[config.mk]
export PLATFORM = sky130hd
export DESIGN_NAME = imem_bank
export DESIGN_NICKNAME = d
export VERILOG_FILES = /design/src/rtl/imem_pkg.sv /design/src/rtl/imem_array.sv /design/src/rtl/imem_bank.sv
export SDC_FILE = /design/constraint.sdc
export NUM_CORES = 2
export LEC_CHECK = 0
export CAP_MARGIN = 20
export CORE_ASPECT_RATIO = 2
export CORE_MARGIN = 2
export CORE_UTILIZATION = 40
export DETAILED_ROUTE_END_ITERATION = 8
export GPL_ROUTABILITY_DRIVEN = 0
export HOLD_SLACK_MARGIN = 0.03
export SLEW_MARGIN = 20
export SYNTH_ARGS = -nofsm -noshare
export SYNTH_HDL_FRONTEND = slang
export SYNTH_SLANG_ARGS = --single-unit
[constraint.sdc]
create_clock -name clk -period 4.7 [get_ports clk]
set_input_delay 0.94 -clock clk [delete_from_list [all_inputs] [get_ports clk]]
set_output_delay 0.94 -clock clk [all_outputs]
set_load 0.01 [all_outputs]
[src/rtl/imem_pkg.sv]
// Shared types and constants for the instruction memory bank.
package imem_pkg;

    // Controller states: clearing the array after reset, then serving traffic.
    typedef enum logic {
        INIT  = 1'b0,
        READY = 1'b1
    } state_t;

    // Widest instruction word the NOP constant is defined for.
    localparam int unsigned MAX_DATA_WIDTH = 128;

    // NOP encoding written into every word during the clear sequence.
    localparam logic [MAX_DATA_WIDTH-1:0] NOP = '0;

endpackage

[src/rtl/imem_array.sv]
// Instruction storage: one synchronous write port and NUM_PORTS independent
// synchronous read-first read ports with registered outputs.
module imem_array
    import imem_pkg::*;
#(
    parameter int DATA_WIDTH = 32,
    parameter int ADDR_WIDTH = 6,
    parameter int NUM_PORTS  = 2
) (
    input  logic                            clk,
    input  logic                            rst,
    input  logic                            wr_en,
    input  logic [ADDR_WIDTH-1:0]           wr_addr,
    input  logic [DATA_WIDTH-1:0]           wr_data,
    input  logic [NUM_PORTS-1:0]            rd_en,
    input  logic [NUM_PORTS*ADDR_WIDTH-1:0] rd_addr,
    output logic [NUM_PORTS*DATA_WIDTH-1:0] rd_data
);

    localparam int DEPTH = 2 ** ADDR_WIDTH;

    logic [DATA_WIDTH-1:0] mem [DEPTH];
    logic [DATA_WIDTH-1:0] rd_q [NUM_PORTS];

    // Storage write; contents are never reset, only overwritten.
    always_ff @(posedge clk) begin
        if (wr_en) begin
            mem[wr_addr] <= wr_data;
        end
    end

    for (genvar p = 0; p < NUM_PORTS; p++) begin : g_port
        // Per-port read register; samples the pre-edge word so a same-edge write is not seen.
        always_ff @(posedge clk or posedge rst) begin
            if (rst) begin
                rd_q[p] <= '0;
            end else if (rd_en[p]) begin
                rd_q[p] <= mem[rd_addr[p*ADDR_WIDTH +: ADDR_WIDTH]];
            end
        end

        assign rd_data[p*DATA_WIDTH +: DATA_WIDTH] = rd_q[p];
    end

endmodule

[src/rtl/imem_bank.sv]
// Multi-port instruction memory bank: clears itself to NOP after reset, then
// accepts program writes and serves independent one-cycle-latency reads.
module imem_bank
    import imem_pkg::*;
#(
    parameter int DATA_WIDTH = 32,
    parameter int ADDR_WIDTH = 6,
    parameter int NUM_PORTS  = 2
) (
    input  logic                            clk,
    input  logic                            rst,
    input  logic [NUM_PORTS-1:0]            rd_req,
    input  logic [NUM_PORTS*ADDR_WIDTH-1:0] rd_addr,
    output logic [NUM_PORTS*DATA_WIDTH-1:0] rd_data,
    output logic [NUM_PORTS-1:0]            rd_valid,
    input  logic                            prog_valid,
    output logic                            prog_ready,
    input  logic [ADDR_WIDTH-1:0]           prog_addr,
    input  logic [DATA_WIDTH-1:0]           prog_data,
    output logic                            init_done
);

    state_t                state;
    logic [ADDR_WIDTH-1:0] clear_cnt;
    logic                  ready;
    logic                  wr_en;
    logic [ADDR_WIDTH-1:0] wr_addr;
    logic [DATA_WIDTH-1:0] wr_data;
    logic [NUM_PORTS-1:0]  rd_en;

    assign ready      = (state == READY);
    assign prog_ready = ready;
    assign rd_en      = rd_req & {NUM_PORTS{ready}};

    // Controller: walk the clear counter across every word, then stay READY until reset.
    always_ff @(posedge clk or posedge rst) begin
        if (rst) begin
            state     <= INIT;
            clear_cnt <= '0;
            init_done <= 1'b0;
        end else begin
            case (state)
                INIT: begin
                    clear_cnt <= clear_cnt + ADDR_WIDTH'(1);
                    if (&clear_cnt) begin
                        state     <= READY;
                        init_done <= 1'b1;
                    end
                end
                READY: begin
                    state     <= READY;
                    init_done <= 1'b1;
                end
                default: begin
                    state     <= INIT;
                    clear_cnt <= '0;
                    init_done <= 1'b0;
                end
            endcase
        end
    end

    // Write port source: clear sequence during INIT, accepted program writes afterwards.
    always_comb begin
        wr_en   = 1'b0;
        wr_addr = prog_addr;
        wr_data = prog_data;
        if (!ready) begin
            wr_en   = 1'b1;
            wr_addr = clear_cnt;
            wr_data = NOP[DATA_WIDTH-1:0];
        end else if (prog_valid) begin
            wr_en   = 1'b1;
        end
    end

    // Valid pulses follow accepted read requests by one cycle.
    always_ff @(posedge clk or posedge rst) begin
        if (rst) begin
            rd_valid <= '0;
        end else begin
            rd_valid <= rd_en;
        end
    end

    imem_array #(
        .DATA_WIDTH (DATA_WIDTH),
        .ADDR_WIDTH (ADDR_WIDTH),
        .NUM_PORTS  (NUM_PORTS)
    ) u_array (
        .clk     (clk),
        .rst     (rst),
        .wr_en   (wr_en),
        .wr_addr (wr_addr),
        .wr_data (wr_data),
        .rd_en   (rd_en),
        .rd_addr (rd_addr),
        .rd_data (rd_data)
    );

endmodule

* Word level (Yosys, flattened, before mapping)
Memories as Yosys holds them, arrays and structs flattened. A register that Yosys moved wholly into a read port is not among the register bits.
Index checks and enable logic that the tools add are counted.
W data, S select, Z words.
** Word-level totals
- Register bits :: 10
- Bits of input ports :: 55
- RAM bits :: 2048
- Memories kept :: 1
- Word-level logic and storage cells :: 20
- Output and inout bits :: 68
** Memory list
- u_array.mem :: words 64, bits a word 32, read ports 2, clocked after memory_dff 2, write ports 1, line imem_array.sv:22 : logic [DATA_WIDTH-1:0] mem [DEPTH];
** Operators by class
- Mux-type cells :: 10
- Add/sub/neg operators :: 1
- Equality and inequality tests :: 1
- Reduce and logical (&&, ||, !) cells :: 1
- Bitwise operators :: 2
** Operators with widths (number)
- $mux W32 :: 1
- $add A6 B1 Y6 const B :: 1
- $mux W1 :: 6
- $mux W6 :: 1
- $reduce_and A6 Y1 :: 1
- $pmux W1 S2 :: 2
- $and A2 B2 Y2 :: 1
- $ne A2 B2 Y1 const B :: 1
- $not A1 Y1 :: 1

* Logic depth before layout (Yosys ltp)
- Word-level depth :: 4
- Gate-level depth with buffers :: 10
- Depth with buffers taken out :: 6

* Cells and area by module
Synthesis repeated with hierarchy kept, for this count alone.
** Unflattened totals
- Cells, all modules :: 5612
- Area, all modules :: 98241.7 µm²
** By module, submodules not included
- imem_array :: cells an instance 5540, times used 1, sequential area each 63100.5 µm², area each 97544.8 µm²
- imem_bank :: cells an instance 72, times used 1, sequential area each 250.2 µm², area each 696.9 µm²

* Worst setup path after synthesis
OpenSTA, ideal clock, no wires.
- Kind :: register to register
- Start point :: reg state, in the netlist prog_ready
- End point :: mem u_array.mem[46][10], enable pin
- Arrival time :: 3.027 ns
- Clock period less this slack :: 3.448 ns
- Stages on the path, launching flop included :: 8
- Path slack :: 1.252 ns
- Setup time :: 0.421 ns
- Cells stage by stage :: dfrtp_1 > clkbuf_1 > clkbuf_1 > clkbuf_1 > nand2_1 > o32ai_1 > nand2_1 > nor2_1
** On the way
- Word-level cells in the longest chain between the ends :: 3
- Elaborated cells on any way between the ends :: 4
** RTL lines
- start, declared :: line imem_bank.sv:23 : state_t state;
- start signal, assigned :: line imem_bank.sv:38 : state <= INIT;
- start signal, assigned :: line imem_bank.sv:46 : state <= READY;
- start signal, assigned :: line imem_bank.sv:51 : state <= READY;
- $mux W1 :: line imem_bank.sv:68 : if (!ready) begin
- $mux W1 :: line imem_array.sv:27 : if (wr_en) begin
- $mux W1 (implied by the code) :: line imem_array.sv:28 : mem[wr_addr] <= wr_data;
- end, declared :: line imem_array.sv:22
Parallel ways exist; a longest one is shown, timed or not.

==> impl_metrics.env <==
export IMPL_outcome="finished clean"
export IMPL_ys_seq_elements=2122
export IMPL_startpoint_type="input port"
export IMPL_detail_route_antenna_nets=0
export IMPL_hp_class="input port to async pin"
export IMPL_synth_edff_count=2048
export IMPL_routed_via_density=6.50
export IMPL_synth_async_sr_flop_share=0.0349
export IMPL_drive_gt1_frac=0.267
export IMPL_p_per_area_mw_per_mm2=344
export IMPL_root_buffer="clkbuf_16"
export IMPL_nFillCells=20187
export IMPL_clkLatencyLatePin_ps=860
export IMPL_die_y_um=700
export IMPL_post_route_util=0.458
export IMPL_final_common_cell="edfxtp_1"
export IMPL_grt_max_degree=79
export IMPL_use_met2=0.468
export IMPL_postSynthCellCount=5171
export IMPL_antenna_found_initial=11
export IMPL_grt_first_pass_wirelength_um=449000
export IMPL_cts_buffers_inserted=186
export IMPL_cp_max_fo=15
export IMPL_ys_warnings_count=0
export IMPL_grt_use_total=0.262
export IMPL_placementRows=255
export IMPL_fin_ws_ps=986
export IMPL_worst_pin_slew_ps=1110
export IMPL_final_hold_violation_count=0
export IMPL_numClockSinks=2122
export IMPL_nets=5405
export IMPL_die_area_mm2=0.246
export IMPL_max_freq_mhz=269
export IMPL_areaGrowthSynthToFinish_pct=14.1
export IMPL_drc_errors=0
export IMPL_cp_end_kind="register"
export IMPL_min_period_ps=3710
export IMPL_critical_path_class="input port to register"
export IMPL_met1_usage=0.291
export IMPL_syn_num_nets=5227
export IMPL_leakage_nw=29.6
export IMPL_clk_pin_slew_worst_paths_ps=70
export IMPL_grt_use_met3=0.0326
export IMPL_first_pass_iters=6
export IMPL_start_util=0.402
export IMPL_critical_path_required_ps=5470
export IMPL_wl_um=325000
export IMPL_fin_setup_tns_ps=0
export IMPL_cts_resized=0
export IMPL_top_usage_layer="met2"
export IMPL_ios=123
export IMPL_period_share=0.790
export IMPL_worst_clock_skew_ps=29.4
export IMPL_die_w_um=352
export IMPL_final_cell_mix="edfxtp_1 (2048), mux4_2 (768), mux2i_1 (577)"
export IMPL_synthFlopType="edfxtp_1"
export IMPL_syn_avg_cell_area_um2=18.7
export IMPL_finalPower_mw=38.0
export IMPL_hpwl_um=199000
export IMPL_setup_viol=0
export IMPL_arrival_ps=4480
export IMPL_h_tree_depth=4
export IMPL_synth_area_mm2=0.0968
export IMPL_yosysSeqAreaShare=0.655
export IMPL_place_ws_ps=258
export IMPL_wire_per_inst_um=37.3
export IMPL_clockBufferDepth=4
export IMPL_irDropWorstVdd_mv=0.247
export IMPL_cts_setup_buffers=0
export IMPL_grt_pass1_vias=59482
export IMPL_io_buffers=122
export IMPL_grt_ovfl_total=0
export IMPL_drt_iter0_markers=6069
export IMPL_slew_viol_final=0
export IMPL_vias=56630
export IMPL_synthDistinctLibCells=43
export IMPL_holdBufCountCts=0
export IMPL_cts_tree="done"
export IMPL_max_slew_margin=0.253
export IMPL_rsz0062_at_grt="no"
export IMPL_core_mm2=0.241
export IMPL_drv_cap=0
-- cell usage after synthesis (65+ instances only) --
cell	number	share of area
a211oi_1	124	0.0096
a21oi_1	65	0.0034
a22oi_1	321	0.025
and2_1	65	0.0042
buf_2	138	0.0071
clkbuf_1	189	0.0073
dfrtp_1	74	0.019
edfxtp_1	2048	0.64
mux2i_1	577	0.060
mux4_2	768	0.18
nand2_1	90	0.0035
nand3_1	131	0.0068
nor2_1	72	0.0028
o22ai_1	129	0.0083
-- cells by family (layout without fill, tap and decap cells) --
kind of cell             after synthesis  after routing  synth area share
flip-flops                          2122           2122             0.655
other                                  0              4                 0
AO/OA/AOI/OAI                        717            717            0.0541
buffers and inverters                427            750            0.0219
XOR/XNOR                               5              5          0.000452
adder cells (fa/ha/maj)                1              1          0.000129
multiplexers                        1349           1349             0.239
AND/OR/NAND/NOR                      550            550            0.0300
-- sequential cells by signal, summed over array words and instances, names as in the netlist --
name and cells:
init_done 1, clear_cnt 6, prog_ready 1, u_array.rd_data 64, rd_valid 2, u_array.mem 2048
-- routing by layer --
metal	up-vias	share of wire
met4	10	0.075
met3	944	0.064
met1	30321	0.33
met5	-	0.00019
met2	2901	0.53
li1	22454	-
-- power by group --
group          switching, mW  internal, mW
combinational           1.20         0.651
clock                   7.03          8.72
sequential                 0          20.4
total                   8.22          29.8
-- worst max-delay path, stage by stage --
cell,delay (ps)
clkdlybuf4s50_1,710
or3b_2,700
buf_4,360
o22ai_1,170
or3_1,470
a211oi_1,890
a221o_1,220
-- cell type report --
| type | instances | area, µm² | share of cell area |
|---|---|---|---|
| flip-flops and latches | 2122 | 63400 | 0.574 |
| multi-input cells | 2622 | 32000 | 0.290 |
| clock buffers | 253 | 5180 | 0.0469 |
| repair buffers | 410 | 4950 | 0.0449 |
| well taps | 3212 | 4020 | 0.0364 |
| clock inverters | 80 | 868 | 0.00787 |
| inverters | 7 | 31.3 | 0.000283 |
| diodes | 4 | 10.0 | 0.0000907 |
-- per-stage QoR --
| step | instance area (µm²) | hold WS (ps) | instances |
|---|---|---|---|
| after floorplan | 96800 | 458 | 5171 |
| after global placement | 104000 | 452 | 8370 |
| after detailed placement | 104000 | 470 | 8372 |
| after CTS | 110000 | 309 | 8705 |
| after global routing | 110000 | 347 | 8707 |
| final | 110000 | 332 | 8710 |
-- final timing paths --
check	end	from	depth (start not counted)	slack, ps
max	u_array.rd_data[37]	rd_addr[7]	7	990
max in group asynchronous	u_array.rd_data[22]	rst	3	3410
min	clear_cnt[0]	rst	2	330
min in group clk	init_done	init_done	1	490
max reg2reg	u_array.rd_data[37]	prog_ready	7	1260
min reg2reg	init_done	init_done	1	490
Note: power is estimated with default switching activity, not from simulation.
